**src/rtl/spi_reg_publisher.sv**
```systemverilog
// Scans NCH sensor words and publishes each changed (or forced) word into the
// SPI slave register bank. One channel slot per cycle; all outputs registered.
module spi_reg_publisher #(
  parameter int unsigned NCH            = 3,
  parameter int unsigned DW             = 32,
  parameter logic [31:0] BASE_ADDR      = 32'd0,
  parameter int unsigned REFRESH_CYCLES = 0
) (
  input  logic              clk,
  input  logic              reset,
  input  logic [NCH*DW-1:0] ch_data,
  input  logic [NCH-1:0]    ch_enable,
  input  logic              force_all,
  output logic              mem_we,
  output logic [31:0]       mem_addr,
  output logic [DW-1:0]     mem_wdata,
  output logic [NCH-1:0]    pending
);

  localparam int unsigned PW = (NCH > 1) ? $clog2(NCH) : 1;

  logic [PW-1:0]  ptr_q, ptr_d;
  logic [NCH-1:0] dirty_q, dirty_d;
  logic [DW-1:0]  shadow_q [NCH];
  logic           mem_we_q;
  logic [31:0]    mem_addr_q;
  logic [DW-1:0]  mem_wdata_q;

  logic [DW-1:0]  sel_data, sel_shadow;
  logic           sel_en, sel_dirty;
  logic           wr;
  logic           refresh_tc;

  generate
    if (REFRESH_CYCLES > 0) begin : g_refresh
      localparam int unsigned RW = (REFRESH_CYCLES > 1) ? $clog2(REFRESH_CYCLES) : 1;
      localparam logic [RW-1:0] RTC = RW'(REFRESH_CYCLES - 1);
      logic [RW-1:0] refresh_q;

      assign refresh_tc = (refresh_q == RTC);

      always_ff @(posedge clk) begin
        if (reset) begin
          refresh_q <= '0;
        end else if (refresh_tc) begin
          refresh_q <= '0;
        end else begin
          refresh_q <= refresh_q + 1'b1;
        end
      end
    end else begin : g_no_refresh
      assign refresh_tc = 1'b0;
    end
  endgenerate

  // Mux out the channel under the scan pointer.
  always_comb begin
    sel_data   = '0;
    sel_shadow = '0;
    sel_en     = 1'b0;
    sel_dirty  = 1'b0;
    for (int i = 0; i < NCH; i++) begin
      if (ptr_q == PW'(i)) begin
        sel_data   = ch_data[i*DW +: DW];
        sel_shadow = shadow_q[i];
        sel_en     = ch_enable[i];
        sel_dirty  = dirty_q[i];
      end
    end
  end

  assign wr = sel_en && ((sel_data != sel_shadow) || sel_dirty);

  // A dirty set in the same cycle as the write of that channel wins.
  always_comb begin
    dirty_d = dirty_q;
    for (int i = 0; i < NCH; i++) begin
      if (wr && (ptr_q == PW'(i))) begin
        dirty_d[i] = 1'b0;
      end
    end
    if (force_all || refresh_tc) begin
      dirty_d = dirty_d | ch_enable;
    end
  end

  assign ptr_d = (ptr_q == PW'(NCH - 1)) ? '0 : ptr_q + 1'b1;

  always_ff @(posedge clk) begin
    if (reset) begin
      ptr_q       <= '0;
      dirty_q     <= '1;
      mem_we_q    <= 1'b0;
      mem_addr_q  <= BASE_ADDR;
      mem_wdata_q <= '0;
      for (int i = 0; i < NCH; i++) begin
        shadow_q[i] <= '0;
      end
    end else begin
      ptr_q    <= ptr_d;
      dirty_q  <= dirty_d;
      mem_we_q <= wr;
      if (wr) begin
        mem_addr_q  <= BASE_ADDR + 32'(ptr_q);
        mem_wdata_q <= sel_data;
        for (int i = 0; i < NCH; i++) begin
          if (ptr_q == PW'(i)) begin
            shadow_q[i] <= sel_data;
          end
        end
      end
    end
  end

  assign mem_we    = mem_we_q;
  assign mem_addr  = mem_addr_q;
  assign mem_wdata = mem_wdata_q;
  assign pending   = dirty_q;

endmodule

```
**config.mk**
```make
export PLATFORM = sky130hd
export DESIGN_NAME = spi_reg_publisher
export DESIGN_NICKNAME = d
export VERILOG_FILES = /design/src/rtl/spi_reg_publisher.sv
export SDC_FILE = /design/constraint.sdc
export NUM_CORES = 1
export LEC_CHECK = 0
export CORE_ASPECT_RATIO = 0.5
export CORE_MARGIN = 2
export CORE_UTILIZATION = 35
export CTS_CLUSTER_DIAMETER = 120
export CTS_CLUSTER_SIZE = 24
export DETAILED_ROUTE_END_ITERATION = 7
export PLACE_DENSITY = 0.61
export SLEW_MARGIN = 30
export SYNTH_ARGS = -nofsm -noshare
export SYNTH_HDL_FRONTEND = slang
export SYNTH_SLANG_ARGS = --single-unit
```
**constraint.sdc**
```tcl
create_clock -name clk -period 10.8 [get_ports clk]
set_input_delay 1.08 -clock clk [delete_from_list [all_inputs] [get_ports clk]]
set_output_delay 1.08 -clock clk [all_outputs]
set_load 0.05 [all_outputs]
```
==> impl_metrics.ini <==
[layout]
syn_to_final_growth_pct = 30.5
final_cells = 981
insertedDiodeCount = 0
drive_gt1_share_pct = 7.62
final_common_cell = clkdlybuf4s50_1
layout_common_cells = clkdlybuf4s50_1 (139), edfxtp_1 (96), a21oi_1 (57)
nets = 814

[timing]
max_slew_margin_pct = 39.5
max_freq_mhz = 201
hold_viol_final = 0
fin_crit_ns = 4.99
timing.final.ws_setup_ns = 5.81
fin_skew_ns = 0.0131
rsz0062_at_grt = false
fin_crit_sh_pct = 46.2
setup_viol = 0
fin_tns_setup_ns = 0
drv_slew = 0
worst_slew_pin_slew_ns = 0.908

[global_route]
grt_pass1_wl_microns = 28200
grt_use_total_pct = 17.8
grt_pass1_vias = 5133
gr-total-overflow = 0
antenna_found_initial = 0
grt_max_degree = 85

[setup_path]
required_ns = 10.94
cp_cell_sequence = inv_1, ha_4, buf_4, a21oi_1, o2bb2ai_1, and3_1, or4_1, or4_4, o31a_2, a21o_1, buf_4
critPathMaxFanout = 84
path_class = flip-flop to flip-flop
cpMaxStageDelayCell = buf_4
cp.arrival_ns = 5.13
max_stage_delay_ns = 0.71
path_buf_inv = 3
cp_top_family = compound AO/OA/AOI/OAI gates
cp-start-kind = flip-flop
cpMostUsedCell = buf_4
critPathCaptureType = flip-flop

[synthesis]
netlist-cell-type-count = 42
synthArstFlopShare_pct = 0
synth_area_sq_mm = 0.00681
ys.flop_type = edfxtp_1
yosysSeqAreaShare_pct = 54.1
synthCells = 597
yosysWarnings = 0
synth-seq-cells = 136
syn_avg_cell_area_sq_um = 11.4
synth-edff-count = 96

[drt]
postRouteWirelength_microns = 18500
avgRoutedWirePerCell_microns = 18.9
drt_pass1_iterations = 5
ant_nets = 0
dr_total_vias = 5200
drt_iter0_markers = 322
drc_errors = 0
post_drt_via_cell_ratio = 5.30

[placed_design]
numPortBuffers = 139
place_inst = 949
place_hpwl_microns = 11500
place.gp.congestion = 0.749
place_ws_ns = 5.81

[floorplanning]
dieHeight_microns = 103
fp.dieArea_sq_mm = 0.0207
start_util_pct = 36.3
die_x_microns = 201
rows = 35
coreArea_sq_mm = 0.0187
num_io_pins = 170

[run_status]
status = complete, no violations

[cts]
clk_pin_slew_worst_paths_ns = 0.06
cts_max_path_buffers = 2
cts-buffers-inserted = 17
insertion_delay_ns = 0.42
cts-root-buf = clkbuf_16
cts_resized = 0
htreeDepth = 4
tritoncts = built
numClockSinks = 136
cts_hold_buf = 0
post_cts_buffers = 0

[power]
p_leak_nw = 3.04
p_per_area_mw_per_mm2 = 230
vdd_drop_max_mv = 0.127

[run]
cap_violations = 0

[hold_path]
hp-class = flip-flop to flip-flop
kinds of logic after synthesis:
family,after synthesis,synth area share (%)
adders and majority gates,3,0.551
AOI/OAI and AO/OA,169,18.2
and+or+nand+nor,171,15.8
buffers and inverters,90,7.77
other,1,0.0551
xor gates and xnor gates,27,3.47
DFF,136,54.1
final cells by class:
class                           instances  area [sq um]
Clock buffer                           23           510
Timing Repair Buffer                  150          1470
Multi-Input combinational cell        400          2750
Inverter                                4          15.0
Clock inverter                          9           135
Sequential cell                       136          3680
Fill cell                            1716          9850
Tap cell                              259           324
Yosys cell counts, types with 2 or more instances:
master     number  share of area (%)
buf_1           2               0.11
nand3b_1       55                6.1
a31o_2          5               0.64
nand2b_1       42                3.9
buf_2          30                2.2
xnor2_1        18                2.3
a31oi_1         2               0.18
a221o_1         5               0.73
o21bai_1        2               0.22
a2bb2oi_1      23                3.0
nor3_1         33                2.4
nand3_1         3               0.22
o21ai_0         4               0.29
a22oi_1         3               0.33
buf_4          33                3.6
xor2_1          9                1.2
nor4_1          6               0.55
buf_6           4               0.66
dfxtp_1        40                 12
edfxtp_1       96                 42
nand2_1        10               0.55
o32ai_1        34                4.4
o2bb2ai_1      25                3.2
nand4_1         3               0.28
clkbuf_1       17               0.94
a21oi_1        57                4.2
ha_1            3               0.55
a21o_1          2               0.22
inv_1           4               0.22
nor2b_1         8               0.73
o21a_1          2               0.22
and3_1          5               0.46
a221oi_1        3               0.39
sequential cells by signal (all words and copies together), names as in the netlist:
signal / cells
shadow_q: 96
mem_wdata: 32
pending: 3
mem_addr: 2
ptr_q: 2
mem_we: 1
per-layer routing:
metal	track usage [%]	share of wire, %	wire, microns
met2	30.0	47	8760
met1	23.5	46	8620
met5	0	0	0
met3	3.29	4.9	908
met4	6.05	1.4	257
path summary, 6_finish.rpt:
check	start	end	slack (ns)	depth (start not counted)
hold reg to reg	mem_wdata[16]$_SDFFE_PP0N_	mem_wdata[16]$_SDFFE_PP0N_	0.48	2
setup reg to reg	ptr_q[1]$_SDFF_PP0_	shadow_q[0][11]$_DFFE_PP_	5.81	11
hold / removal	mem_wdata[16]$_SDFFE_PP0N_	mem_wdata[16]$_SDFFE_PP0N_	0.48	2
setup / recovery	ptr_q[1]$_SDFF_PP0_	shadow_q[0][11]$_DFFE_PP_	5.81	11
worst reg2reg max path, stage by stage, from the launching register on:
cell	delay, ns
dfxtp_1	0.34
inv_1	0.13
ha_4	0.44
buf_4	0.73
a21oi_1	0.15
o2bb2ai_1	0.21
and3_1	0.18
or4_1	0.51
or4_4	0.54
o31a_2	0.62
a21o_1	0.52
buf_4	0.35
stage by stage:
step                utilization [%]  cell area [sq um]  hold WS [ns]  power, mW
floorplan                         -               6920         0.432       1.23
global placement               44.0               8240         0.463       1.43
detailed placement             44.0               8240         0.471       1.44
CTS                            47.4               8890         0.482       2.06
global route                   47.4               8890         0.497       2.14
finish                         47.4               8890         0.478       2.04
power by group:
group / total [mW] / internal, mW / switching, mW
Sequential: 0.701 / 0.667 / 0.0344
Combinational: 0.721 / 0.271 / 0.451
Clock: 0.620 / 0.404 / 0.216
Total: 2.04 / 1.34 / 0.701
Note: power is estimated with default switching activity, not from simulation.
